[src/rtl/param_stack.sv]
// Parametrised LIFO stack with replace-top, sticky overflow/underflow flags,
// an indexed peek port and a high-water mark. Reads are zero-latency.
module param_stack #(
    parameter int WIDTH = 16,
    parameter int DEPTH = 8,
    localparam int CW = $clog2(DEPTH + 1)
) (
    input  logic             clk,
    input  logic             reset,
    input  logic             push,
    input  logic             pop,
    input  logic [WIDTH-1:0] push_data,
    input  logic             flush,
    input  logic             err_clr,
    input  logic [CW-1:0]    rd_idx,
    output logic [WIDTH-1:0] top_data,
    output logic [WIDTH-1:0] rd_data,
    output logic             rd_valid,
    output logic [CW-1:0]    count,
    output logic             empty,
    output logic             full,
    output logic             ovf,
    output logic             udf,
    output logic [CW-1:0]    hwm
);

    logic [WIDTH-1:0] mem [DEPTH];

    logic [CW-1:0] count_nxt;
    logic          wr_en;
    logic [CW-1:0] wr_addr;
    logic          ovf_set;
    logic          udf_set;
    logic [CW-1:0] top_addr;
    logic [CW-1:0] rd_addr;

    assign empty    = (count == '0);
    assign full     = (count == CW'(DEPTH));
    assign top_addr = count - CW'(1);
    assign rd_valid = (rd_idx < count);
    assign rd_addr  = count - CW'(1) - rd_idx;

    always_comb begin
        count_nxt = count;
        wr_en     = 1'b0;
        wr_addr   = count;
        ovf_set   = 1'b0;
        udf_set   = 1'b0;
        if (flush) begin
            count_nxt = '0;
        end else if (push && !pop) begin
            if (!full) begin
                wr_en     = 1'b1;
                wr_addr   = count;
                count_nxt = count + CW'(1);
            end else begin
                ovf_set = 1'b1;
            end
        end else if (pop && !push) begin
            if (!empty) begin
                count_nxt = count - CW'(1);
            end else begin
                udf_set = 1'b1;
            end
        end else if (push && pop) begin
            wr_en = 1'b1;
            if (!empty) begin
                wr_addr = top_addr;
            end else begin
                // Push+pop on an empty stack degrades to a plain push but still flags the pop.
                wr_addr   = '0;
                count_nxt = CW'(1);
                udf_set   = 1'b1;
            end
        end
    end

    always_ff @(posedge clk) begin
        for (int i = 0; i < DEPTH; i++) begin
            if (wr_en && (wr_addr == CW'(i))) begin
                mem[i] <= push_data;
            end
        end
    end

    always_ff @(posedge clk or negedge reset) begin
        if (!reset) begin
            count <= '0;
            ovf   <= 1'b0;
            udf   <= 1'b0;
            hwm   <= '0;
        end else begin
            count <= count_nxt;
            if (ovf_set) begin
                ovf <= 1'b1;
            end else if (err_clr) begin
                ovf <= 1'b0;
            end
            if (udf_set) begin
                udf <= 1'b1;
            end else if (err_clr) begin
                udf <= 1'b0;
            end
            if (err_clr || (count_nxt > hwm)) begin
                hwm <= count_nxt;
            end
        end
    end

    // Loop-based muxes keep DEPTH free of power-of-two assumptions.
    always_comb begin
        top_data = '0;
        rd_data  = '0;
        for (int i = 0; i < DEPTH; i++) begin
            if (!empty && (top_addr == CW'(i))) begin
                top_data = mem[i];
            end
            if (rd_valid && (rd_addr == CW'(i))) begin
                rd_data = mem[i];
            end
        end
    end

endmodule

[config.mk]
export PLATFORM = sky130hd
export DESIGN_NAME = param_stack
export DESIGN_NICKNAME = d
export VERILOG_FILES = /design/src/rtl/param_stack.sv
export SDC_FILE = /design/constraint.sdc
export NUM_CORES = 1
export LEC_CHECK = 0
export ABC_AREA = 1
export CAP_MARGIN = 40
export CORE_MARGIN = 5
export CORE_UTILIZATION = 40
export CTS_CLUSTER_DIAMETER = 50
export DETAILED_ROUTE_END_ITERATION = 12
export HOLD_SLACK_MARGIN = 0.03
export PLACE_DENSITY = 0.67
export SYNTH_ARGS = -nofsm -noshare
export SYNTH_HDL_FRONTEND = slang
export SYNTH_SLANG_ARGS = --single-unit
[constraint.sdc]
create_clock -name clk -period 9 [get_ports clk]
set_clock_uncertainty 0.15 [all_clocks]
set_input_delay 1.8 -clock clk [delete_from_list [all_inputs] [get_ports clk]]
set_output_delay 1.8 -clock clk [all_outputs]
set_load 0.01 [all_outputs]
# Word level (Yosys, flattened, before mapping)
# Memories as Yosys holds them, arrays and structs flattened.
# Index checks and enable logic that the tools add are counted.
[op_classes] n_addsub=3 order_cmp=2 n_eq_ne=22 mux=81 n_reduce_logical=44
[ops] cell="two-way mux 16 bit" count=23
[ops] cell="OR reduction 16 bit" count=7
[ops] cell="== test 4 x 3 -> 1 bit (second input constant)" count=12
[ops] cell="two-way mux 4 bit" count=12
[ops] cell="two-way mux 1 bit" count=39
[ops] cell="logical AND 1 bit" count=27
[ops] cell="== test 4 x 2 -> 1 bit (second input constant)" count=6
[ops] cell="two-way mux 3 bit" count=7
[ops] cell="zero test 4 bit" count=4
[ops] cell="== test 4 x 1 -> 1 bit (second input constant)" count=3
[ops] cell="adder 4 x 1 -> 4 bit (second input constant)" count=1
[ops] cell="== test 4 bit (second input constant)" count=1
[ops] cell="greater-than comparator 4 bit" count=1
[ops] cell="< comparator 4 bit" count=1
[ops] cell="nonzero test 2 bit" count=2
[ops] cell="subtractor 4 x 1 -> 4 bit (second input constant)" count=1
[ops] cell="subtractor 4 bit" count=1
[ops] cell="zero test 1 bit" count=3
[ops] cell="logical OR 1 bit" count=1
[totals] ff_bits=10 mem_bits_rw=128 in_bits=26 output_inout_bits=45 wordCells=157 mem_count=1
[memory_table] name="mem" words=8 width=16 read_ports=8 rd_ports_with_merged_regs=0 write_ports=1 line_no="27" rtl="logic [WIDTH-1:0] mem [DEPTH];"

# Logic depth before layout (Yosys ltp)
[depth] depth_word=18 depth_mapped=18 depth_no_buf=17

# Least setup slack after synthesis
# No wires, ideal clock.
[synth_timing] path_kind="input-to-output" startpoint="in rd_idx[0]" endpoint="out rd_data[10]" arrival_ns=3.692 t_required_ns=7.050 path_slack_ns=3.358 path_stages=11 path_buffers=2 cell_sequence="ha_1 -> inv_1 -> fa_1 -> xor2_2 -> inv_2 -> buf_2 -> buf_2 -> nand4_1 -> nand3_1 -> o21bai_1 -> nand4_1"
[synth_via] elab_chain_cells=11 word_cells_on_any_way=26 cone_classes="add/sub: 1; order compare: 1; eq/ne: 7; mux: 8; reduce/logical: 9"
[synth_rtl] element="start: declaration" line_no="15" rtl="input logic [CW-1:0] rd_idx,"
[synth_rtl] element="subtractor 4 bit" line_no="41" rtl="assign rd_addr = count - CW'(1) - rd_idx;"
[synth_rtl] element="zero test 4 bit" line_no="118" rtl="if (rd_valid && (rd_addr == CW'(i))) begin"
[synth_rtl] element="logical AND 1 bit" line_no="118"
[synth_rtl] element="two-way mux 16 bit (7 in series)" line_no="118"
[synth_rtl] element="two-way mux 16 bit *" line_no="118"
[synth_rtl] element="end: declaration" line_no="17" rtl="output logic [WIDTH-1:0] rd_data,"
# Every way passes the cells marked *; elsewhere a longest branch is shown, timed or not.

# Worst setup path after layout
[layout_timing] startpoint="in rd_idx[2]" endpoint="out rd_data[6]"
# Same word-level chain as after synthesis.

==> run_results.csv <==
group,metric,value,unit
outcome,status,"finished clean",
grt,grt_overflow,0,
cts,cts.sink_count,138,
pwr,p_clk_frac,0.327,
grt,grt_pass1_wl,32.9,mm
finish,diodes,0,
timing,slew_viol_final,0,
timing,period_needed,7.08,ns
timing,slew_headroom,0.404,
floorplan,die_h,150,um
grt,track_usage,0.192,
placed_design,gp_congestion,0.847,
flow_run,maxCapViolations,0,
critical_path,cp_slowest_cell,"nor3_4",
cts,cts_resized,0,
detailed_routing,wl,20.9,mm
logic_synthesis,ys.flop_type,"edfxtp_1",
logic_synthesis,synth_warnings,0,
detailed_routing,via_per_inst,5.30,
finish,layout-drive-gt1-share,0.105,
critical_path,crit_arrival,5.13,ns
critical_path,crit_fanout,64,
critical_path,path_cells,"clkdlybuf4s50_1, inv_1, ha_1, a21oi_1, o21ai_1, inv_1, nand3_4, nand2_8, nand2_8, nor3_4, nand2_1, nand4_1, clkdlybuf4s50_1",
grt,antenna_found_initial,0,
cts,cts_made_buffers,17,
cts,path_clk_slew,0.05,ns
logic_synthesis,syn-num-nets,922,
critical_path,critPathLaunchType,"input port",
cts,cts_tree,"built",
finish,layout_common_cells,"nand2_1 (245), edfxtp_1 (128), inv_1 (93)",
logic_synthesis,synth-edff-count,128,
floorplan,fp.coreArea,19400,um^2
cts,htreeDepth,4,
placed_design,hpwl,13.8,mm
detailed_routing,ant_nets,0,
critical_path,reg2reg_slack,5.73,ns
pwr,internal_power,1.33,mW
finish,area_growth,20.2,%
timing,finalCritPeriodShare,0.787,
logic_synthesis,synthCells,877,
pwr,seqPwrFrac,0.370,
pwr,swShare,0.333,
critical_path,cp.required,7.05,ns
placed_design,place_area,8860,um^2
pwr,power.leakage,3.75,nW
min_path,hold_path_depth,2,
detailed_routing,drcViolationCount,0,
logic_synthesis,ys_seq_area_frac,0.523,
cts,clk_path_buf_depth,2,
timing,timing.fmax,141,MHz
timing,worst_pin_slew,0.891,ns
timing,finalSetupViolCount,0,
finish,layout_commonest_cell,"nand2_1",
cts,root_buffer,"clkbuf_16",
finish,fin_util,0.485,
floorplan,pin_count,71,
logic_synthesis,syn_area,7830,um^2
logic_synthesis,ys_types,43,
critical_path,reg2reg_depth,16,
logic_synthesis,synth-seq-cells,138,
placed_design,port_buffers,70,
timing,hold_violations,0,
pwr,powerDensity,211,nW/um^2
pwr,ir_drop,0.000136,V
floorplan,die-area,22500,um^2
pwr,comb_power_share,0.303,
logic_synthesis,async_flop_share,0.0725,
critical_path,worstSetupEndpointType,"output pin",
min_path,worstHoldPathType,"flop to flop",
critical_path,max_stage_delay,0.70,ns
floorplan,rows,51,
cts,cts_setup_buffers,0,
detailed_routing,vias,6500,
floorplan,initial_core_util,0.404,
grt,first_global_vias,6193,
critical_path,crit_type,"input port to output pin",
floorplan,chipWidth,150,um
finish,nets,993,
timing,rsz0062_at_grt,"no",
cts,cts_hold_buf,0,
cts,clock_latency,0.42,ns
finish,stdcell_area,9410,um^2
pwr,netSwitchingPower,0.662,mW
grt,grt_max_degree,65,
detailed_routing,avgRoutedWirePerCell,17.1,um
logic_synthesis,avgSynthCellArea,8.93,um^2
detailed_routing,first_pass_iters,5,
timing,tns,0,ns
detailed_routing,drt_iter0_drc,617,
[critical path, delay by kind of cell]
family                     cells  cell delay [ns]
adders and majority gates      1             0.35
and+or+nand+nor                6             1.51
AOI/OAI and AO/OA              2             0.28
buffers and inverters          4             1.18
[stage by stage]
stage	instances	setup slack (ns)	hold slack (ns)	total power [mW]
2_1_floorplan	877	3.36	0.399	1.11
3_3_place_gp	1187	1.80	0.369	1.33
3_5_place_dp	1194	1.91	0.378	1.35
4_1_cts	1226	1.90	0.392	2.00
5_1_grt	1226	1.66	0.421	2.09
6_report	1226	1.92	0.383	1.99
[registers in the layout, indices dropped and copies added (netlist names)]
name / cells
count: 4
hwm: 4
mem: 128
ovf: 1
udf: 1
[layer usage]
| metal | track usage | share of wire |
|---|---|---|
| met1 | 0.253 | 0.43 |
| met5 | 0 | 0 |
| met4 | 0.0695 | 0.021 |
| met2 | 0.309 | 0.47 |
| met3 | 0.0478 | 0.080 |
[power groups by stage]
| stage | clock network, mW | registers, mW | logic, mW |
|---|---|---|---|
| floorplan | 0 | 0.750 | 0.365 |
| global placement | 0 | 0.748 | 0.585 |
| detailed placement | 0 | 0.749 | 0.603 |
| CTS | 0.655 | 0.735 | 0.605 |
| global route | 0.690 | 0.737 | 0.662 |
| finish | 0.649 | 0.735 | 0.602 |
[kinds of logic (layout without fill, tap and decap cells)]
logic type,count (synthesis),count (layout),share of synthesized area
AO/OA/AOI/OAI,76,76,0.0559
XOR/XNOR,3,3,0.00432
adder cells (fa/ha/maj),19,19,0.0313
buffers and inverters,144,228,0.0759
flip-flops,138,138,0.523
AND/OR/NAND/NOR,497,497,0.310
[synth_stat cells, drive strengths merged (2+ instances only)]
master / n / area share
nand2: 256 / 0.13
edfxtp: 128 / 0.49
inv: 104 / 0.050
nand4: 86 / 0.069
nand3: 76 / 0.055
nor2: 55 / 0.032
o21ai: 39 / 0.025
buf: 26 / 0.019
ha: 18 / 0.029
or2: 16 / 0.013
a21oi: 15 / 0.0096
o21bai: 15 / 0.014
clkbuf: 13 / 0.0064
dfrtp: 10 / 0.032
nor3: 6 / 0.0080
xor2: 3 / 0.0043
o31ai: 2 / 0.0019
[worst paths after layout]
path | endpoint | startpoint
max | rd_data[6] | rd_idx[2]
min | udf$_DFFE_PN0P_ | udf$_DFFE_PN0P_
max reg2reg | hwm[3]$_DFFE_PN0P_ | count[0]$_DFF_PN0_
min reg2reg | udf$_DFFE_PN0P_ | udf$_DFFE_PN0P_
max in group asynchronous | count[1]$_DFF_PN0_ | reset
min in group asynchronous | hwm[2]$_DFFE_PN0P_ | reset
[layout make-up]
cell class | instances | area (um^2)
repair buffers | 91 | 893
clock buffers | 17 | 425
multi-input cells | 595 | 3140
fillers | 1835 | 9990
clock inverters | 15 | 125
well taps | 265 | 332
flip-flops and latches | 138 | 4090
inverters | 105 | 399
Note: power is estimated with default switching activity, not from simulation.
